## config.mk

```make
export PLATFORM = sky130hd
export DESIGN_NAME = isolde_xif_result_arbiter
export DESIGN_NICKNAME = d
export VERILOG_FILES = /design/src/rtl/isolde_xif_pkg.sv /design/src/rtl/isolde_rr_arbiter.sv /design/src/rtl/isolde_xif_result_arbiter.sv
export SDC_FILE = /design/constraint.sdc
export NUM_CORES = 1
export LEC_CHECK = 0
export BUFFER_PORTS_ARGS = -buffer_cell sky130_fd_sc_hd__buf_4
export CAP_MARGIN = 25
export CORE_AREA = 8 8 115 117
export CTS_CLUSTER_DIAMETER = 40
export DETAILED_ROUTE_END_ITERATION = 6
export DIE_AREA = 0 0 123 125
export GPL_ROUTABILITY_DRIVEN = 1
export HOLD_SLACK_MARGIN = 0.1
export PLACE_DENSITY = 0.79
export SKIP_LAST_GASP = 1
export SYNTH_ARGS = -nofsm -noshare
export SYNTH_HDL_FRONTEND = slang
export SYNTH_HIERARCHICAL = 1
export SYNTH_SLANG_ARGS = --single-unit
```

## constraint.sdc

```tcl
create_clock -name clk_i -period 6.05 [get_ports clk_i]
set_clock_uncertainty 0.15 [all_clocks]
set_input_delay 0.605 -clock clk_i [delete_from_list [all_inputs] [get_ports clk_i]]
set_output_delay 0.605 -clock clk_i [all_outputs]
set_load 0.02 [all_outputs]
```

## src/rtl/isolde_xif_pkg.sv

```systemverilog
`default_nettype none
// ============================================================================
//  Module      : isolde_xif_pkg
//  Description : Shared XIF types for the ISOLDE coprocessor interface.
//                Holds the result-channel payload struct, its default field
//                widths and a helper that gives the payload width for any
//                id / register-file-write width.
//  Revision    : 1.0 - initial release
// ============================================================================
package isolde_xif_pkg;

    localparam int XLEN          = 32;
    localparam int XIF_ID_WIDTH  = 4;
    localparam int XIF_RFW_WIDTH = 32;

    // Field order matches the interface result struct.
    typedef struct packed {
        logic [XIF_ID_WIDTH-1:0]     id;
        logic [XIF_RFW_WIDTH-1:0]    data;
        logic [4:0]                  rd;
        logic [XIF_RFW_WIDTH/32-1:0] we;
        logic [5:0]                  ecsdata;
        logic [2:0]                  ecswe;
        logic                        exc;
        logic [5:0]                  exccode;
        logic                        err;
        logic                        dbg;
    } x_result_t;

    // Packed width of a result for arbitrary id / rfw widths; equals
    // $bits(x_result_t) for the package defaults.
    function automatic int x_result_width(input int id_w, input int rfw_w);
        return id_w + rfw_w + 5 + rfw_w / 32 + 6 + 3 + 1 + 6 + 1 + 1;
    endfunction

endpackage
`default_nettype wire

```

## src/rtl/isolde_rr_arbiter.sv

```systemverilog
`default_nettype none
// ============================================================================
//  Module      : isolde_rr_arbiter
//  Description : Combinational round-robin selector. Returns the first
//                asserted request found scanning ptr_i, ptr_i+1, ... modulo N.
//  Ports       : req_i         - request vector
//                ptr_i         - highest-priority index
//                grant_valid_o - some request is asserted
//                grant_idx_o   - index of the selected request
//  Revision    : 1.0 - initial release
// ============================================================================
module isolde_rr_arbiter #(
    parameter  int N     = 4,
    localparam int IDX_W = (N > 1) ? $clog2(N) : 1
) (
    input  logic [N-1:0]     req_i,
    input  logic [IDX_W-1:0] ptr_i,
    output logic             grant_valid_o,
    output logic [IDX_W-1:0] grant_idx_o
);

    int idx;

    // Scan from the farthest offset down to offset 0 so the closest
    // requester to the pointer overwrites any earlier hit.
    always_comb begin
        grant_valid_o = 1'b0;
        grant_idx_o   = '0;
        idx           = 0;
        for (int k = N - 1; k >= 0; k--) begin
            idx = int'(ptr_i) + k;
            if (idx >= N) begin
                idx = idx - N;
            end
            if (req_i[idx]) begin
                grant_valid_o = 1'b1;
                grant_idx_o   = idx[IDX_W-1:0];
            end
        end
    end

endmodule
`default_nettype wire

```

## src/rtl/isolde_xif_result_arbiter.sv

```systemverilog
`default_nettype none
// ============================================================================
//  Module      : isolde_xif_result_arbiter
//  Description : Shares the CPU XIF result channel among N_COPROC
//                coprocessors. A round-robin grant loads a one-entry output
//                register that feeds the CPU with one cycle of latency and
//                full throughput.
//  Ports       : clk_i, rst_i              - clock, sync active-high reset
//                coproc_result_valid_i/_o  - per-coprocessor handshake
//                coproc_result_i           - per-coprocessor payload
//                cpu_result_valid_o/_ready_i - CPU-side handshake
//                cpu_result_o              - registered payload
//                cpu_result_src_o          - producer of cpu_result_o
//  Revision    : 1.0 - initial release
// ============================================================================
module isolde_xif_result_arbiter
    import isolde_xif_pkg::*;
#(
    parameter  int N_COPROC    = 4,
    parameter  int X_ID_WIDTH  = XIF_ID_WIDTH,
    parameter  int X_RFW_WIDTH = XIF_RFW_WIDTH,
    localparam int RES_W       = x_result_width(X_ID_WIDTH, X_RFW_WIDTH),
    localparam int SRC_W       = (N_COPROC > 1) ? $clog2(N_COPROC) : 1
) (
    input  logic                           clk_i,
    input  logic                           rst_i,
    input  logic [N_COPROC-1:0]            coproc_result_valid_i,
    output logic [N_COPROC-1:0]            coproc_result_ready_o,
    input  logic [N_COPROC-1:0][RES_W-1:0] coproc_result_i,
    output logic                           cpu_result_valid_o,
    input  logic                           cpu_result_ready_i,
    output logic [RES_W-1:0]               cpu_result_o,
    output logic [SRC_W-1:0]               cpu_result_src_o
);

    localparam logic [SRC_W-1:0] LAST_IDX = SRC_W'(N_COPROC - 1);

    logic             out_valid_q,  out_valid_d;
    logic [RES_W-1:0] out_result_q, out_result_d;
    logic [SRC_W-1:0] out_src_q,    out_src_d;
    logic [SRC_W-1:0] rr_ptr_q,     rr_ptr_d;

    logic             grant_valid;
    logic [SRC_W-1:0] grant_idx;
    logic             slot_free;
    logic             handshake;

    isolde_rr_arbiter #(
        .N (N_COPROC)
    ) u_rr_arbiter (
        .req_i         (coproc_result_valid_i),
        .ptr_i         (rr_ptr_q),
        .grant_valid_o (grant_valid),
        .grant_idx_o   (grant_idx)
    );

    always_comb begin
        // The register can take a new result if empty or being drained now.
        slot_free    = !out_valid_q || cpu_result_ready_i;
        handshake    = grant_valid && slot_free && !rst_i;

        coproc_result_ready_o = '0;
        if (handshake) begin
            coproc_result_ready_o[grant_idx] = 1'b1;
        end

        out_valid_d  = out_valid_q;
        out_result_d = out_result_q;
        out_src_d    = out_src_q;
        rr_ptr_d     = rr_ptr_q;

        if (handshake) begin
            out_valid_d  = 1'b1;
            out_result_d = coproc_result_i[grant_idx];
            out_src_d    = grant_idx;
            // Explicit wrap keeps non-power-of-two N correct.
            rr_ptr_d     = (grant_idx == LAST_IDX) ? '0 : grant_idx + SRC_W'(1);
        end else if (cpu_result_ready_i) begin
            out_valid_d  = 1'b0;
        end
    end

    always_ff @(posedge clk_i) begin
        if (rst_i) begin
            out_valid_q  <= 1'b0;
            out_result_q <= '0;
            out_src_q    <= '0;
            rr_ptr_q     <= '0;
        end else begin
            out_valid_q  <= out_valid_d;
            out_result_q <= out_result_d;
            out_src_q    <= out_src_d;
            rr_ptr_q     <= rr_ptr_d;
        end
    end

    assign cpu_result_valid_o = out_valid_q;
    assign cpu_result_o       = out_result_q;
    assign cpu_result_src_o   = out_src_q;

endmodule
`default_nettype wire

```

# ---- After elaboration in Yosys (flattened, before gate mapping)
# Cells that the tools add are included.
dict set report word_totals {
  reg_bits 65
  input_bits 247
  output_inout_bits 67
}
dict set report classes {
  eq_ne 1
  n_mux 32
  n_addsub 8
  n_reduce_logical 7
  magnitude_cmp 10
}
# operator count
set ops {}
lappend ops {{32-bit by 4-bit less-than comparator with 1-bit output (second input constant)} 4}
lappend ops {{32-bit two-way mux} 4}
lappend ops {{60-bit binary-select mux with 2-bit select} 1}
lappend ops {{32-bit by 4-bit greater-or-equal comparator with 1-bit output (second input constant)} 3}
lappend ops {{32-bit by 4-bit subtractor with 32-bit output (second input constant)} 3}
lappend ops {{60-bit two-way mux} 1}
lappend ops {{1-bit two-way mux} 15}
lappend ops {{2-bit two-way mux} 5}
lappend ops {{1-bit binary-select mux with 2-bit select} 4}
lappend ops {{2-bit by 2-bit adder with 3-bit output (second input constant)} 2}
lappend ops {{4-bit two-way mux} 1}
lappend ops {{2-bit by 3-bit subtractor with 4-bit output (second input constant)} 1}
lappend ops {{2-bit by 1-bit adder with 3-bit output (second input constant)} 1}
lappend ops {{2-bit by 3-bit greater-or-equal comparator with 1-bit output (second input constant)} 1}
lappend ops {{1-bit logical AND} 3}
lappend ops {{2-bit by 3-bit less-than comparator with 1-bit output (second input constant)} 1}
lappend ops {{2-bit by 1-bit adder with 2-bit output (second input constant)} 1}
lappend ops {{1-bit demux with 2-bit select} 1}
lappend ops {{2-bit equality test (second input constant)} 1}
lappend ops {{2-bit by 1-bit greater-or-equal comparator with 1-bit output (second input constant)} 1}
lappend ops {{1-bit logical NOT} 2}
lappend ops {{2-bit nonzero test} 1}
lappend ops {{1-bit logical OR} 1}

# ---- Longest topological paths before layout
# Gate-level depths: netlist (run 1).
dict set report logic_depth {
  depth_word 15
  mapped_depth 9
  depth_no_buf 7
}

# ---- Cells and area by module
# Netlist (run 1), hierarchy kept.
# module area_per_inst_um2 n_inst seq_area_each_um2 cells_per_inst
set modules_own_cells {}
lappend modules_own_cells {isolde_xif_result_arbiter 3578.4 1 1301.2 240}
lappend modules_own_cells {isolde_rr_arbiter 77.6 1 0.0 13}

# ---- Least setup slack after synthesis (run 1)
# No wires, ideal clock.
dict set report synth_timing {
  path_kind {input-to-output}
  start {input port coproc_result_valid_i[1]}
  end {output port coproc_result_ready_o[0]}
  arrival_ps 1953
  slack_ps 3342
  cell_stages 8
  path_cell_list {nor3b_1 > a211oi_1 > nor2_1 > buf_4 > clkbuf_1 > inv_1 > ha_1 > and2_1}
}
dict set report synth_via {
  elab_chain_cells 12
  elab_cells_between_ends 28
  cone_classes {order compare: 2; mux: 23; reduce/logical: 3}
}
# element line_no
set synth_rtl {}
lappend synth_rtl {{from (decl)} isolde_xif_result_arbiter.sv:27} ;# input logic [N_COPROC-1:0] coproc_result_valid_i,
lappend synth_rtl {{1-bit binary-select mux with 2-bit select} isolde_rr_arbiter.sv:35} ;# if (req_i[idx]) begin
lappend synth_rtl {{1-bit two-way mux (implied by the code) (2 in series)} isolde_rr_arbiter.sv:35}
lappend synth_rtl {{2-bit two-way mux (3 in series)} isolde_rr_arbiter.sv:35}
lappend synth_rtl {{2-bit two-way mux (*)} isolde_rr_arbiter.sv:35}
lappend synth_rtl {{named net grant_idx[1]} isolde_xif_result_arbiter.sv:44} ;# logic [SRC_W-1:0] grant_idx;
lappend synth_rtl {{2-bit by 3-bit less-than comparator with 1-bit output (implied by the code) / 2-bit by 1-bit greater-or-equal comparator with 1-bit output (equally long branches)} isolde_xif_result_arbiter.sv:64} ;# coproc_result_ready_o[grant_idx] = 1'b1;
lappend synth_rtl {{1-bit logical AND (implied by the code)} isolde_xif_result_arbiter.sv:64}
lappend synth_rtl {{1-bit two-way mux (implied by the code)} isolde_xif_result_arbiter.sv:64}
lappend synth_rtl {{1-bit demux with 2-bit select (*)} isolde_xif_result_arbiter.sv:64}
lappend synth_rtl {{4-bit two-way mux (*)} isolde_xif_result_arbiter.sv:63} ;# if (handshake) begin
lappend synth_rtl {{to (decl)} isolde_xif_result_arbiter.sv:28} ;# output logic [N_COPROC-1:0] coproc_result_ready_o,
# The timed path passes the listed nets; every way through them passes the cells marked *. The select of a mux whose other input is x is not followed.

# ---- Worst setup path in the final report (run 1)
dict set report layout_timing {
  start {register rr_ptr_q[0]}
  end {output port coproc_result_ready_o[3]}
}
dict set report layout_via {
  elab_chain_cells 15
  elab_cells_between_ends 43
  cone_classes {add/sub: 7; order compare: 6; mux: 27; reduce/logical: 3}
}
# element line_no
set layout_rtl {}
lappend layout_rtl {{from (decl)} isolde_xif_result_arbiter.sv:41} ;# logic [SRC_W-1:0] rr_ptr_q, rr_ptr_d;
lappend layout_rtl {{from (signal assigned)} isolde_xif_result_arbiter.sv:93} ;# rr_ptr_q <= rr_ptr_d;
lappend layout_rtl {{2-bit by 2-bit adder with 3-bit output} isolde_rr_arbiter.sv:31} ;# idx = int'(ptr_i) + k;
lappend layout_rtl {{32-bit by 4-bit subtractor with 32-bit output / 32-bit by 4-bit greater-or-equal comparator with 1-bit output (equally long branches)} {isolde_rr_arbiter.sv:33, isolde_rr_arbiter.sv:32}}
lappend layout_rtl {{32-bit two-way mux} isolde_rr_arbiter.sv:32} ;# if (idx >= N) begin
lappend layout_rtl {{1-bit binary-select mux with 2-bit select} isolde_rr_arbiter.sv:35}
lappend layout_rtl {{1-bit two-way mux (implied by the code) (2 in series)} isolde_rr_arbiter.sv:35}
lappend layout_rtl {{2-bit two-way mux (3 in series)} isolde_rr_arbiter.sv:35}
lappend layout_rtl {{2-bit two-way mux (*)} isolde_rr_arbiter.sv:35}
lappend layout_rtl {{named net grant_idx[1]} isolde_xif_result_arbiter.sv:44}
lappend layout_rtl {{2-bit by 3-bit less-than comparator with 1-bit output (implied by the code) / 2-bit by 1-bit greater-or-equal comparator with 1-bit output (equally long branches)} isolde_xif_result_arbiter.sv:64}
lappend layout_rtl {{1-bit logical AND (implied by the code)} isolde_xif_result_arbiter.sv:64}
lappend layout_rtl {{1-bit two-way mux (implied by the code)} isolde_xif_result_arbiter.sv:64}
lappend layout_rtl {{1-bit demux with 2-bit select (*)} isolde_xif_result_arbiter.sv:64}
lappend layout_rtl {{4-bit two-way mux (*)} isolde_xif_result_arbiter.sv:63}
# Marked as above.

==> results of run 1 <==
==> logic make-up after synthesis <==
group,after synthesis
compound gates,73
fa+ha+maj,4
buf+inv,30
flops,65
mux,61
simple gates,20
==> metrics by stage <==
stage	std cells	hold WS (ps)
2_1_floorplan	253	333.4
3_3_place_gp	691	313.7
3_5_place_dp	692	316.2
4_1_cts	707	331.1
5_1_grt	707	336.4
6_report	707	327.1
==> worst max-delay path by stage <==
stage / from / end / slack, ps
CTS: rr_ptr_q[0]$_SDFFE_PP0P_ / coproc_result_ready_o[3] / 2400
global placement: coproc_result_valid_i[1] / coproc_result_ready_o[3] / 2540
floorplan: coproc_result_valid_i[1] / coproc_result_ready_o[0] / 3340
finish: rr_ptr_q[0]$_SDFFE_PP0P_ / coproc_result_ready_o[3] / 2420
global route: rr_ptr_q[0]$_SDFFE_PP0P_ / coproc_result_ready_o[3] / 2240
detailed placement: coproc_result_valid_i[1] / coproc_result_ready_o[3] / 2470
==> metal layers <==
metal  vias to the layer above  track usage (%)  wire, um
li1                       1670                -         -
met1                      1794            19.10      5166
met2                       157            32.32      7835
met3                        17            6.481      1309
met4                         0            5.528       248
met5                         -                0         0
==> cell usage after synthesis <==
master    count  area, um2
clkbuf_1     11      41.29
buf_4         1      7.510
inv_1         2      7.510
a22o_1       60      525.5
or4_1         1      7.510
nor2b_1       1      6.260
nand2b_1      3      18.77
o21ai_0       4      20.02
nand2_1       2      7.510
inv_2         1      3.750
nor2_1        4      15.01
dfxtp_1      65       1301
nor3b_1       1      7.510
a211oi_2      1      12.51
a21oi_1       6      30.03
a211oi_1      1      7.510
buf_6        12      135.1
buf_8         1      15.01
and2_1        4      25.02
nor3_4        1      16.27
mux2i_1       1      10.01
ha_1          4      50.05
nand3_1       3      15.01
buf_2         2      10.01
a21oi_2       1      8.760
mux4_2       60       1351
==> layout make-up <==
class | instances | share of cell area (%)
multi-input combinational | 158 | 33.89
timing repair buffer | 319 | 37.94
tap | 147 | 2.890
clock inverter | 3 | 0.6291
sequential | 65 | 20.44
clock buffer | 12 | 4.030
inverter | 3 | 0.1769
==> state kept, by name, summed over array words and instances, names as in the netlist <==
| name | cells |
|---|---|
| cpu_result_valid_o | 1 |
| rr_ptr_q | 2 |
| cpu_result_o | 60 |
| cpu_result_src_o | 2 |
==> power by group through the flow <==
stage / sequential [mW] / combinational (mW) / clock [mW]
floorplan: 0.600 / 0.311 / 0
global placement: 0.532 / 0.626 / 0
detailed placement: 0.534 / 0.640 / 0
CTS: 0.526 / 0.642 / 0.528
global route: 0.534 / 0.672 / 0.550
finish: 0.526 / 0.632 / 0.513
==> worst max-delay path, delay by kind of cell, from the launching register on <==
family,cells,cell delay [ps]
compound gates,1,100
fa+ha+maj,1,250
buf+inv,2,670
flops,1,400
simple gates,3,1080
==> impl_metrics.csv, run 1 <==
group,metric,value,unit
synthesis,synth-compound-area-share,16.53,%
grt,overflow,0,
grt,antenna_found_initial,0,
cts,cts_tree,"done",
timing,tns,0,ps
cts,cts_setup_buffers,0,
placement,pre_cts_ws,2467,ps
setup_path,critPathMaxFanout,33,
timing,rsz0062_at_grt,"false",
power,power_density,262.6,mW/mm2
floorplan,initial_core_util,31.49,%
cells_and_area,num-fill-cells,1005,
synthesis,synth_xor_area_share,0,%
floorplan,core_area,0.01161,mm2
synthesis,synthCells,253,
grt,grt_max_degree,35,
power,swShare,28.72,%
min_path,holdPathEnd,"cpu_result_o[6]$_SDFFE_PP0P_",
cts,cts_buffers,9,
detailed_routing,ant_nets,0,
cts,cts_root_buf,"clkbuf_16",
timing,fmax,275.7,MHz
power,p_leak,2.971,nW
setup_path,cp_data_arrival_time,2870,ps
power,power.share.clock,30.7,%
timing,fin_crit_sh,59.96,%
cells_and_area,area_growth,74.09,%
cts,clock-sinks,65,
setup_path,cp_slowest_stage_delay,730,ps
synthesis,synthSimpleGateAreaFrac,3.251,%
floorplan,die_h,125,um
cts,cts.htree.levels,3,
power,finalPower,1.672,mW
floorplan,num_rows,40,
timing,post-route-min-period,3628,ps
min_path,worstHoldStart,"cpu_result_o[6]$_SDFFE_PP0P_",
detailed_routing,drtIter0Drc,189,
floorplan,io_pins,314,
setup_path,worst_ep_required_time,5290,ps
cells_and_area,final_common_cell,"buf_4",
setup_path,crit_chain,"nor3b_1 > a211oi_1 > nor2_4 > buf_4 > ha_1 > and2_1 > buf_4",
synthesis,yosysWarnings,6,
power,seq_power_share,31.5,%
cells_and_area,final_util,54.82,%
run_status,status,"finished, final reports clean",
setup_path,crit_path_frequent_cell,"buf_4",
setup_path,rr_startpoint,"rr_ptr_q[0]$_SDFFE_PP0P_",
setup_path,crit_type,"flip-flop to primary output",
timing,relSlewSlack,36.96,%
cts,cts_resized,0,
timing,drv_slew,0,
synthesis,synth_fa_ha_area_share,1.369,%
detailed_routing,routedWlPerCell,20.59,um
timing,setup_violations,0,
cells_and_area,drive_gt1_share,71.07,%
detailed_routing,drc,0,
setup_path,cp_slowest_cell,"nor2_4",
flow_run,maxCapViolations,0,
placement,port_buffers,313,
cells_and_area,n_antenna_cell,0,
detailed_routing,dr_total_vias,3638,
setup_path,start_kind,"flip-flop",
cts,path_clk_slew,50,ps
cells_and_area,multi_input_area,0.002157,mm2
power,p_switching,0.4801,mW
setup_path,reg2reg_to,"cpu_result_o[33]$_SDFFE_PP0P_",
grt,grt_pass1_vias,4129,
grt,grt_pass1_wl,21660,um
setup_path,cp-end-kind,"primary output",
min_path,min_path_type,"flip-flop to flip-flop",
timing,hold_viol_final,0,
synthesis,yosys_register_bits,65,
synthesis,avgSynthCellArea,14.45,um2
synthesis,synth_area,0.003656,mm2
synthesis,syn-num-nets,504,
cts,clk_latency,320,ps
detailed_routing,first_pass_iters,4,
timing,layout_setup_ws,2422,ps
cts,cts_hold_buf,0,
synthesis,synth.mux.area_fraction,37.23,%
min_path,whs_path_depth,1,
floorplan,die_x,123,um
cts,cts_buffer_depth,2,
synthesis,synth_top_family_by_area,"multiplexers",
placement,globalplace.congestion,0.8713,
power,p_comb_share,37.8,%
placement,placed_area,0.006068,mm2
power,max-vdd-ir-drop,0.1337,mV
detailed_routing,via_per_inst,5.146,
cells_and_area,stdcell_area,0.006365,mm2
floorplan,die-area,0.01538,mm2
timing,tightest_slew,943.4,ps
cells_and_area,mostFrequentLayoutCells,"318 x buf_4, 65 x dfxtp_1, 60 x mux4_2, 60 x a22o_1, 9 x clkbuf_16",
cells_and_area,nets,807,
setup_path,ff2ff_setup_slack,3180,ps
detailed_routing,drt-total-wl,14560,um
synthesis,yosys.cell_types.count,26,
grt,track_usage,18.03,%
synthesis,ys_seq_area_share,35.59,%
cells_and_area,seq_area,0.001301,mm2
placement,hpwl,12160,um
power,p_int,1.191,mW
setup_path,r2r.worst_path.cells,6,
(Power assumes the default switching activity.)
==> run 2: changes to the inputs <==
clock period = 3.4 ns   (was 6.05 ns; I/O delays follow)
==> run 2 against run 1 <==
Effect of this change:
- non-clock buffer count rose by 1
- highest routed layer unchanged
- critical path depth did not move
- critical endpoint is now coproc_result_ready_o[0]
- flip-flop and latch count did not move
- first-iteration DRC count rose by 5.3%
- register-to-register slack got worse by 2700 ps
==> impl_metrics.csv, run 2 (synthesis results as in run 1) <==
group,metric,value,unit
cts,cts_resized,0,
min_path,min_path_type,"input port to flip-flop",
grt,grt_pass1_wl,22310,um
min_path,worstHoldStart,"coproc_result_i[48]",
setup_path,r2r.worst_path.cells,6,
setup_path,start_kind,"flip-flop",
timing,layout_setup_ws,466.3,ps
floorplan,die-area,0.01538,mm2
detailed_routing,dr_total_vias,3720,
flow_run,maxCapViolations,0,
timing,rsz0062_at_grt,"false",
grt,grt_pass1_vias,4162,
floorplan,die_x,123,um
detailed_routing,via_per_inst,5.247,
timing,drv_slew,0,
floorplan,die_h,125,um
cells_and_area,stdcell_count,709,
power,power_density,473.9,mW/mm2
floorplan,num_rows,40,
setup_path,critPathMaxFanout,33,
placement,port_buffers,313,
floorplan,io_pins,314,
placement,placed_area,0.006061,mm2
detailed_routing,first_pass_iters,4,
setup_path,crit_type,"flip-flop to primary output",
cts,clock-sinks,65,
min_path,whs_path_depth,3,
cts,cts_buffers,9,
cells_and_area,mostFrequentLayoutCells,"318 x buf_4, 65 x dfxtp_1, 60 x mux4_2, 60 x a22o_1, 9 x clkbuf_16",
cells_and_area,final_common_cell,"buf_4",
timing,tns,0,ps
grt,track_usage,18.79,%
detailed_routing,ant_nets,0,
floorplan,core_area,0.01161,mm2
min_path,holdPathEnd,"cpu_result_o[48]$_SDFFE_PP0P_",
cts,cts_buffer_depth,2,
detailed_routing,drtIter0Drc,199,
placement,globalplace.congestion,0.8576,
detailed_routing,routedWlPerCell,21.31,um
cells_and_area,largest_reg_flops,60,
cells_and_area,stdcell_area,0.006380,mm2
cells_and_area,nets,808,
cts,cts_tree,"done",
setup_path,reg2reg_to,"cpu_result_o[36]$_SDFFE_PP0P_",
timing,setup_violations,0,
cts,path_clk_slew,60,ps
timing,post-route-min-period,2934,ps
placement,hpwl,12410,um
detailed_routing,drt-total-wl,15110,um
timing,tightest_slew,939.5,ps
grt,overflow,0,
setup_path,cp-end-kind,"primary output",
timing,hold_viol_final,0,
cells_and_area,n_antenna_cell,0,
detailed_routing,drc,0,
grt,antenna_found_initial,0,
setup_path,worst_ep_required_time,2910,ps
cells_and_area,final_util,54.95,%
cts,cts.htree.levels,3,
setup_path,rr_startpoint,"rr_ptr_q[0]$_SDFFE_PP0P_",
setup_path,cp_data_arrival_time,2440,ps
power,p_leak,2.977,nW
cts,cts_setup_buffers,0,
run_status,status,"finished, final reports clean",
timing,fin_crit_sh,86.28,%
power,finalPower,3.023,mW
timing,hold_slack,282.4,ps
setup_path,ff2ff_setup_slack,520,ps
timing,relSlewSlack,37.22,%
grt,grt_max_degree,48,
cts,cts_hold_buf,1,
placement,pre_cts_ws,447.8,ps
cells_and_area,drive_gt1_share,70.82,%
cts,clk_latency,330,ps
timing,fmax,340.9,MHz
power,max-vdd-ir-drop,0.2201,mV
floorplan,initial_core_util,31.49,%
setup_path,crit_path_start,"rr_ptr_q[0]$_SDFFE_PP0P_",
placement,dp_cells,692,
cells_and_area,area_growth,74.50,%
cts,cts_root_buf,"clkbuf_16",
run 2: cell count changes in the layout (fill, tap and decap cells not counted), sizes merged:
cell,previous run,this run
clkbuf,12,14
dlygate4sd3,0,1
clkinv,2,1
run 2: routing by layer:
layer / vias to the layer above / GRT usage [%] / share of wire (%)
met5: - / 0 / 0
met2: 198 / 33.63 / 54
met1: 1818 / 19.93 / 34
met4: 0 / 7.867 / 2.3
met3: 31 / 5.446 / 9.0
li1: 1673 / - / -
run 2: report_power, final:
group	internal [mW]	switching, mW	leakage [nW]
combinational	0.651	0.479	2.28
clock	0.627	0.327	0.153
sequential	0.872	0.0676	0.539
total	2.15	0.874	2.98
run 2: worst max-delay path, cell delays in order (launching register included):
cell      delay [ps]
dfxtp_1          390
nor3b_1          220
a211oi_1         110
nor2_4           730
inv_1            150
ha_1             220
and2_1           140
buf_4            160
run 2: cell type report:
| class | instances | area [um2] |
|---|---|---|
| Fill cell | 994 | 5231 |
| Timing Repair Buffer | 320 | 2417 |
| Multi-Input combinational cell | 158 | 2157 |
| Sequential cell | 65 | 1301 |
| Clock buffer | 14 | 274.0 |
| Tap cell | 147 | 183.9 |
| Clock inverter | 2 | 35.03 |
| Inverter | 3 | 11.26 |
run 2: worst max-delay path by stage:
stage                                         end  slack (ps)  cells after the start
floorplan                coproc_result_ready_o[0]        1210                      8
global placement     cpu_result_o[1]$_SDFFE_PP0P_         560                      7
detailed placement  cpu_result_o[36]$_SDFFE_PP0P_         450                      7
CTS                      coproc_result_ready_o[0]         390                      7
global route             coproc_result_ready_o[0]         280                      7
finish                   coproc_result_ready_o[0]         470                      7
==> run 3: changes to the inputs <==
ABC_AREA = 1   (was default)
CORE_AREA = default   (was 8 8 115 117)
CORE_MARGIN = 8   (was default)
CORE_UTILIZATION = 45   (was default)
DIE_AREA = default   (was 0 0 123 125)
PLACE_DENSITY = 0.92   (was 0.79)
==> run 3 against run 2 <==
Effect of this change:
- clock-buffer cell count is 2 lower
- largest cell class is now multi-input gates
- flip-flop and latch count unchanged
- critical path type unchanged
- critical path depth is 6 higher
- register-to-register slack improved by 20 ps
- die area down 0.31%
==> impl_metrics.csv, run 3 <==
group,metric,value,unit
run_status,status,"finished, final reports clean",
cells_and_area,mostFrequentLayoutCells,"540 x nand2_1, 322 x buf_4, 161 x inv_1",
setup_path,cp_data_arrival_time,2640,ps
cts,path_clk_slew,50,ps
setup_path,critPathMaxFanout,37,
cells_and_area,num-fill-cells,1025,
synthesis,synth_edf_count,0,
timing,tns,0,ps
placement,dp_cells,1408,
synthesis,synthCells,1001,
timing,tightest_slew,660.0,ps
timing,rsz0062_at_grt,"false",
synthesis,ys_seq_area_share,24.88,%
cts,cts_buffer_depth,2,
synthesis,synthTopCellsByArea,"nand2_1 39%, dfxtp_1 25%, nand3_1 13%, inv_1 12%, buf_6 2.6%",
cts,cts.htree.levels,3,
grt,antenna_found_initial,0,
timing,relSlewSlack,56.00,%
detailed_routing,first_pass_iters,5,
floorplan,num_rows,39,
cts,cts_hold_buf,0,
placement,port_buffers,313,
placement,globalplace.congestion,0.8813,
setup_path,worst_ep_required_time,2910,ps
synthesis,synthArstFlopShare,0,%
synthesis,yosys_register_bits,65,
cells_and_area,stdcell_count,1424,
synthesis,yosysMostFrequentCell,"nand2_1",
power,max-vdd-ir-drop,0.4805,mV
flow_run,maxCapViolations,0,
cells_and_area,seq_area,0.001301,mm2
setup_path,crit_chain,"inv_1 > nand2_1 > and2_4 > nand2_2 > nand2_2 > clkinv_2 > nand3_1 > nand2_4 > inv_6 > ha_1 > inv_1 > nor2_1 > buf_4",
cts,clock-sinks,65,
power,p_leak,5.045,nW
grt,use_met1,25.71,%
timing,setup_violations,0,
placement,hpwl,15300,um
cells_and_area,drive_gt1_share,27.63,%
power,power_density,917.8,mW/mm2
setup_path,cp-end-kind,"primary output",
cts,cts_root_buf,"clkbuf_16",
timing,fmax,319.3,MHz
grt,grt_use_met3,7.208,%
cells_and_area,nets,1527,
cells_and_area,area_growth,49.67,%
detailed_routing,routedWlPerCell,13.72,um
detailed_routing,drt-total-wl,19540,um
synthesis,ys.flop_type,"dfxtp_1",
setup_path,cp_top_family,"simple AND/OR/NAND/NOR gates",
detailed_routing,ant_nets,0,
setup_path,cp_slowest_cell,"dfxtp_1",
floorplan,die_x,123.8,um
synthesis,yosysWarnings,6,
detailed_routing,drtIter0Drc,388,
setup_path,start_kind,"flip-flop",
cells_and_area,n_antenna_cell,0,
synthesis,synth_largest_area_cell,"nand2_1",
cells_and_area,largest_reg_flops,60,
synthesis,yosys.cell_types.count,23,
grt,grt_max_degree,57,
grt,overflow,0,
floorplan,core_area,0.01137,mm2
cts,cts_setup_buffers,0,
timing,drv_slew,0,
setup_path,worst-path-buf-inv,5,
cts,cts_buffers,9,
timing,fin_crit_sh,92.11,%
floorplan,io_pins,314,
cts,cts_resized,0,
grt,grt_pass1_vias,6495,
floorplan,die-area,0.01533,mm2
cells_and_area,final_common_cell,"nand2_1",
cts,clk_latency,310,ps
setup_path,cp_slowest_stage_delay,570,ps
grt,track_usage,24.15,%
grt,busiest_layer,"met2",
grt,grt_util_met2,43.66,%
synthesis,syn-num-nets,1252,
setup_path,crit_type,"flip-flop to primary output",
detailed_routing,via_per_inst,4.727,
timing,post-route-min-period,3132,ps
min_path,min_path_type,"input port to flip-flop",
cts,cts_tree,"done",
grt,grt_pass1_wl,29880,um
detailed_routing,dr_total_vias,6731,
timing,hold_viol_final,0,
cells_and_area,multi_input_area,0.002934,mm2
synthesis,synth_top_area_share,38.83,%
floorplan,initial_core_util,46.00,%
synthesis,synth_area,0.005230,mm2
floorplan,die_h,123.8,um
synthesis,synth_common_cells,"541 x nand2_1, 162 x inv_1, 133 x nand3_1",
detailed_routing,drc,0,
synthesis,avgSynthCellArea,5.225,um2
-- run 3: cell families (layout without fill, tap and decap cells) --
kind of cell | after synthesis | in the layout | share of synthesized area, %
buffers and inverters | 227 | 507 | 19.47
flip-flops | 65 | 65 | 24.88
adder cells (fa/ha/maj) | 4 | 4 | 0.9570
AND/OR/NAND/NOR | 690 | 690 | 53.13
AO/OA/AOI/OAI | 15 | 15 | 1.555
-- run 3: power breakdown --
group          switching [mW]  internal [mW]
clock network           0.330          0.664
logic                    3.22           1.75
registers               0.168           1.05
-- run 3: layer usage --
layer	vias up	wire, um
met2	290	9727
met1	2911	7167
met4	0	651
met5	-	0
met3	40	1994
li1	3490	-
-- run 3: per-stage QoR --
stage                     instance area, um2  hold slack (ps)  power, mW  util (%)  setup WS (ps)
after CTS                               7825            158.5      7.210     68.82          215.2
after global placement                  7502            304.0      6.113     65.98          653.9
after global routing                    7828            171.3      7.908     68.85          47.68
final                                   7828            172.1      7.184     68.85          268.2
after floorplan                         5230            319.4      5.009         -          994.2
after detailed placement                7502            312.5      6.195     65.98          567.2
-- run 3: path summary, 6_finish.rpt --
check	from	endpoint	slack, ps	cells past startpoint
hold / removal	rst_i	cpu_result_src_o[1]$_SDFFE_PP0P_	170	2
hold reg to reg	cpu_result_o[27]$_SDFFE_PP0P_	cpu_result_o[27]$_SDFFE_PP0P_	320	2
setup / recovery	rr_ptr_q[0]$_SDFFE_PP0P_	coproc_result_ready_o[0]	270	13
setup reg to reg	rr_ptr_q[0]$_SDFFE_PP0P_	cpu_result_o[49]$_SDFFE_PP0P_	540	16
-- run 3: worst register-to-register path, stage by stage, from the launching register on --
cell and delay, ps:
dfxtp_1 570, inv_1 160, nand2_1 100, and2_4 140, nand2_2 50, nand2_2 70
clkinv_2 50, nand2_1 60, nand2_1 70, nand2_4 320, buf_4 530, nand2_1 160
nand2_1 90, nand2_1 50, nand2_1 110, nand2_1 60, nand2_1 70
-- run 3: area by class of cell --
type,count,area share (%)
Timing Repair Buffer,324,31.39
Sequential cell,65,16.62
Clock inverter,4,0.9751
Clock buffer,12,3.149
Tap cell,143,2.286
Multi-Input combinational cell,709,37.48
Inverter,167,8.088
